$ cat src/rtl/board_input_debouncer.sv
// Board input conditioner for the DE1-SoC KEY/SW pins.
// Each channel passes through a two-flop synchronizer and polarity
// normalisation (after normalisation, 1 = pressed/on). A per-channel
// stability counter then accepts a new level only after STABLE_CYCLES
// consecutive samples that differ from the current debounced level.
// A one-cycle rise or fall strobe accompanies each accepted change.
module board_input_debouncer #(
    parameter int               WIDTH         = 14,
    parameter int               STABLE_CYCLES = 50000,
    parameter logic [WIDTH-1:0] INVERT_MASK   = 14'h000F
) (
    input  logic             clk,
    input  logic             reset,
    input  logic [WIDTH-1:0] raw_in,
    output logic [WIDTH-1:0] state_o,
    output logic [WIDTH-1:0] rise_o,
    output logic [WIDTH-1:0] fall_o,
    output logic             changed_o
);

    localparam int               CNT_W    = $clog2(STABLE_CYCLES + 1);
    localparam logic [CNT_W-1:0] CNT_LAST = CNT_W'(STABLE_CYCLES - 1);
    localparam logic [CNT_W-1:0] CNT_ONE  = CNT_W'(1);

    logic [WIDTH-1:0] sync1;
    logic [WIDTH-1:0] sync2;
    logic [WIDTH-1:0] s;
    logic [CNT_W-1:0] cnt [WIDTH];

    // Two-flop synchronizer. Reset loads the inactive pin level, so every
    // normalised sample reads 0 straight out of reset.
    always_ff @(posedge clk) begin
        if (reset) begin
            sync1 <= INVERT_MASK;
            sync2 <= INVERT_MASK;
        end else begin
            sync1 <= raw_in;
            sync2 <= sync1;
        end
    end

    // Polarity normalisation: active-low pins are flipped here.
    always_comb begin
        s = sync2 ^ INVERT_MASK;
    end

    // Per-channel stability counter, debounced level and edge strobes.
    // Any sample equal to the current level restarts qualification from
    // zero. The counter saturates at CNT_LAST: reaching it on a differing
    // sample accepts the new level instead of incrementing.
    always_ff @(posedge clk) begin
        if (reset) begin
            state_o <= '0;
            rise_o  <= '0;
            fall_o  <= '0;
            for (int i = 0; i < WIDTH; i++) begin
                cnt[i] <= '0;
            end
        end else begin
            for (int i = 0; i < WIDTH; i++) begin
                if (s[i] == state_o[i]) begin
                    cnt[i]    <= '0;
                    rise_o[i] <= 1'b0;
                    fall_o[i] <= 1'b0;
                end else if (cnt[i] == CNT_LAST) begin
                    state_o[i] <= s[i];
                    cnt[i]     <= '0;
                    rise_o[i]  <= s[i];
                    fall_o[i]  <= ~s[i];
                end else begin
                    cnt[i]    <= cnt[i] + CNT_ONE;
                    rise_o[i] <= 1'b0;
                    fall_o[i] <= 1'b0;
                end
            end
        end
    end

    // Summary strobe. It is built only from the registered strobes, so it
    // stays glitch-free.
    always_comb begin
        changed_o = |(rise_o | fall_o);
    end

endmodule
$ cat config.mk
export PLATFORM = sky130hd
export DESIGN_NAME = board_input_debouncer
export DESIGN_NICKNAME = d
export VERILOG_FILES = /design/src/rtl/board_input_debouncer.sv
export SDC_FILE = /design/constraint.sdc
export NUM_CORES = 1
export LEC_CHECK = 0
export CAP_MARGIN = 20
export CELL_PAD_IN_SITES_DETAIL_PLACEMENT = 1
export CELL_PAD_IN_SITES_GLOBAL_PLACEMENT = 1
export CORE_UTILIZATION = 53
export CTS_CLUSTER_DIAMETER = 40
export DETAILED_ROUTE_END_ITERATION = 7
export GPL_ROUTABILITY_DRIVEN = 0
export HOLD_SLACK_MARGIN = 0.05
export PLACE_DENSITY_LB_ADDON = 0.08
export SETUP_SLACK_MARGIN = 0.4
export SYNTH_ARGS = -nofsm -noshare
export SYNTH_HDL_FRONTEND = slang
export SYNTH_SLANG_ARGS = --single-unit
$ cat constraint.sdc
create_clock -name clk -period 3.55 [get_ports clk]
set_input_delay 0.5325 -clock clk [delete_from_list [all_inputs] [get_ports clk]]
set_output_delay 0.5325 -clock clk [all_outputs]
set_load 0.01 [all_outputs]
; Yosys cells after proc, flatten, opt, wreduce, memory -nomap -nowiden
; Memories as Yosys holds them, arrays and structs flattened.
; Index checks and enable logic that the tools add are counted.
[totals]
regBits = 70
ram_bits = 224
input_bits = 16
out_inout_bits = 43
word_cells = 400
n_memories = 1
[classes]
addsub = 14
n_eq_ne = 28
n_mux = 198
bitwise_logic = 86
n_reduce_logical = 29
[mem_list]
columns = memory, depth, word_bits, read_ports, rd_clocked_by_memory_dff, write_ports, line
row1 = cnt, 14, 16, 14, 0, 14, 28  ; logic [CNT_W-1:0] cnt [WIDTH];
[ops]
columns = operator, n
row1 = $mux 16, 42
row2 = $add 16x1->16 const B, 14
row3 = $eq 16x16->1 const B, 14
row4 = $mux 1, 156
row5 = $not 1->1, 42
row6 = $or 1x1->1, 42
row7 = $reduce_or 3->1, 14
row8 = $reduce_and 2->1, 14
row9 = $eq 1x1->1, 14
row10 = $or 14x14->14, 1
row11 = $reduce_or 14->1, 1
row12 = $not 4->4, 1

; Longest topological paths before layout
[logic_depth]
depth_word = 8
ltp_mapped = 7

; Least setup slack after synthesis
; No wires, ideal clock.
[synth_path]
kind = register to register
startpoint = memory cnt[0][103] (netlist bit)
endpoint = memory cnt[0][97] (netlist bit), data pin
setup_ns = 0.256
arrival_time_ns = 1.968
setup_slack_ns = 1.326
stages_incl_launch_ff = 6
period_less_slack_ns = 2.224
cell_sequence = edfxtp_1 -> buf_6 -> or4b_1 -> or4_4 -> or2_4 -> and3_2
[synth_rtl]
columns = item, line
row1 = "start, declared", 28

; Worst setup path in the final report
[layout_path]
startpoint = register fall_o[0]
endpoint = output port changed_o
[layout_via]
elab_chain_len = 2
[layout_lines]
columns = item, line
row1 = "start, declared", 17  ; output logic [WIDTH-1:0] fall_o,
row2 = "start signal, assigned by index", 69  ; fall_o[i] <= ~s[i];
row3 = $or 14x14->14, 82  ; changed_o = |(rise_o | fall_o);
row4 = $reduce_or 14->1, 82
row5 = "end, declared", 18  ; output logic changed_o
; Every way passes these cells.

==> results.yml <==
critical_path:
  start_kind: "flop"
  setup.worst_path.end_class: "output port"
  reg2reg_to: "cnt[0][104]$_SDFFCE_PN0P_"
  criticalPathCategory: "flop to output port"
  arrival_ps: 2430
  r2r_start: "cnt[0][103]$_SDFFCE_PN0P_"
  r2r_cells: 4
  startpoint: "fall_o[0]$_SDFF_PP0_"
  worstPathMaxFanout: 2
  reg2reg_slack_ps: 950
  crit_required_ps: 3020
layout:
  post-route-util: 0.6614
  fin_nets: 1677
  synthToLayoutAreaGrowth_pct: 22.87
  num-fill-cells: 2912
  drive_gt1_frac: 0.06473
  mostFrequentLayoutCells: "nor2_1, edfxtp_1, conb_1, xnor2_1, nand4_1"
  n_antenna_cell: 0
  final_common_cell: "nor2_1"
floorplanning:
  core_area_um2: 26800
  start_util: 0.5383
  die_w_um: 167.0
  pin_count: 59
  die_h_um: 167.0
  die-area_um2: 27890
  rows: 60
sta:
  setup_violations: 0
  slew_viol_final: 0
  hold_violations: 0
  fin_skew_ps: 16.08
  period_needed_ps: 2960
  max_freq_mhz: 337.8
  period_share: 0.8339
  maxSlewHeadroom: 0.5272
  fin_ws_ps: 589.6
  rsz0062_at_grt: "false"
  tightestPinTransition_ps: 702.7
  fin_tns_setup_ps: 0
yosys:
  synth.distinct_cells: 46
  syn_inst: 1344
  synthesis.area_um2: 14430
  ys_async_sr_fraction: 0
  synth_edf_count: 224
  syn_area_per_cell_um2: 10.73
  yosys_warnings: 0
  ys_seq_elements: 294
  seq_area_frac_synth: 0.5634
  ys.flop_type: "edfxtp_1"
job:
  cap_violations: 0
global_routing:
  gr-usage-all-layers: 0.2605
  grt_pass1_vias: 11760
  grt_max_degree: 55
  grt_overflow: 0
  antenna_found_initial: 0
  grt_pass1_wl_um: 58730
clock_tree:
  htree_levels: 2
  clockRootBuffer: "clkbuf_16"
  cts_tree: "yes"
  hold_buffers: 0
  cts_made_buffers: 47
  cts_max_path_buffers: 3
  cts_sinks: 294
  cts_resized: 0
  clkTransAtPathRegs_ps: 50
  post-cts-setup-buffers: 0
  clk_latency_ps: 540
detailed_routing:
  first_iter_violations: 557
  ant_nets: 0
  drt-total-wl_um: 35700
  vias: 11060
  wl_per_cell_um: 17.63
  routed_via_density: 5.462
  drc: 0
  first_pass_iters: 5
power:
  clock_power_share: 0.515
  p_switching_w: 0.001983
  p_seq_frac: 0.451
  p_int_w: 0.006864
  leakagePower_nw: 6.117
  p_sw_frac: 0.2241
  power_density_nw_per_um2: 499.0
  p_comb_frac: 0.035
  vdd_drop_max_mv: 0.3878
min_path:
  worstHoldStart: "sync1[0]$_SDFF_PP1_"
  holdPathEnd: "sync2[0]$_SDFF_PP1_"
  hold_path.class: "flop to flop"
  hold-path-cell-count: 1
run_status:
  status: "finished, final reports clean"
placed_design:
  place_ws_ps: 992.3
  dp_hpwl_um: 23320
  numPortBuffers: 58
## worst max-delay path by stage
stage	slack [ps]	cells past startpoint	endpoint
2_1_floorplan	1330	5	cnt[0][97]$_SDFFCE_PN0P_
3_3_place_gp	1090	4	cnt[0][110]$_SDFFCE_PN0P_
3_5_place_dp	990	4	cnt[0][100]$_SDFFCE_PN0P_
4_1_cts	570	4	changed_o
5_1_grt	530	4	changed_o
6_report	590	4	changed_o
## cell type report
class / count / area [um2] / area share
clock buffers: 57 / 1266 / 0.07143
clock inverters: 29 / 302.8 / 0.01708
inverters: 38 / 142.6 / 0.008046
multi-input cells: 1204 / 6853 / 0.3866
flip-flops and latches: 294 / 8128 / 0.4585
well taps: 341 / 426.7 / 0.02407
repair buffers: 62 / 608.1 / 0.03430
## per-stage QoR
| step | hold slack [ps] | instances | area, um2 | power (W) |
|---|---|---|---|---|
| 2_1_floorplan | 389.5 | 1567 | 15260 | 0.004226 |
| 3_3_place_gp | 397.6 | 1939 | 16160 | 0.004311 |
| 3_5_place_dp | 408.1 | 1939 | 16160 | 0.004330 |
| 4_1_cts | 419.1 | 2025 | 17730 | 0.008911 |
| 5_1_grt | 434.5 | 2025 | 17730 | 0.009108 |
| 6_report | 417.0 | 2025 | 17730 | 0.008846 |
## kinds of logic after synthesis
kind of cell | Yosys count | synth area share
AOI/OAI and AO/OA | 33 | 0.01327
xor gates and xnor gates | 196 | 0.1190
adders and majority gates | 14 | 0.01214
buffers and inverters | 69 | 0.01969
DFF | 294 | 0.5634
muxes | 7 | 0.004857
other | 1 | 0.0002599
and+or+nand+nor | 730 | 0.2675
## worst max-delay path, stage by stage, from the launching register on
cell,delay (ps)
dfxtp_1,320
nor4_1,610
and4_1,310
nand4_1,110
clkdlybuf4s50_1,550
## synth_stat cells, types with 2 or more instances
cell type    n  area share
nand4b_1     5      0.0030
nor4b_1     15      0.0091
and4_1       7      0.0042
dfxtp_1     70       0.097
or4b_2       3      0.0021
ha_1        14       0.012
a21oi_1     19      0.0066
xnor2_1    150       0.091
nor4_1      70       0.030
nand2b_1     9      0.0039
or2_0        2     0.00087
o21ai_2      2      0.0012
or4_1       12      0.0062
nor3_1      66       0.023
nor2_1     227       0.059
nand2_1     64       0.017
and3_1      27       0.012
clkbuf_1    24      0.0062
and2_1      11      0.0048
or2_2       15      0.0065
buf_2        2     0.00069
and4b_1      4      0.0028
or3_1        7      0.0030
o21ai_0      6      0.0021
or4_4        3      0.0023
buf_4        4      0.0021
nor2b_1     21      0.0091
or4bb_1      3      0.0023
mux2i_1      7      0.0049
or3b_2       2      0.0012
inv_1       38      0.0099
o31ai_1      2      0.0010
nor4bb_1    10      0.0069
xor2_1      46       0.028
nand4_1     74       0.032
edfxtp_1   224        0.47
nand3_1     69       0.024
o41ai_1      2      0.0012
## state kept, by name, indices dropped and copies added, names as in the netlist
signal	count
rise_o	14
sync1	14
fall_o	14
cnt	224
sync2	14
state_o	14
## layer usage
metal,track usage,part of all wire,up-vias
met5,0,0,-
met4,0.09662,0.030,0
met3,0.04301,0.041,87
met2,0.4661,0.51,226
met1,0.3142,0.42,5450
li1,-,-,5297
## power groups by stage
stage | sequential (W) | combinational [W] | clock [W]
2_1_floorplan | 0.00400 | 0.000231 | 0
3_3_place_gp | 0.00404 | 0.000276 | 0
3_5_place_dp | 0.00404 | 0.000285 | 0
4_1_cts | 0.00398 | 0.000297 | 0.00463
5_1_grt | 0.00400 | 0.000347 | 0.00476
6_report | 0.00399 | 0.000307 | 0.00455
(Power assumes the default switching activity.)
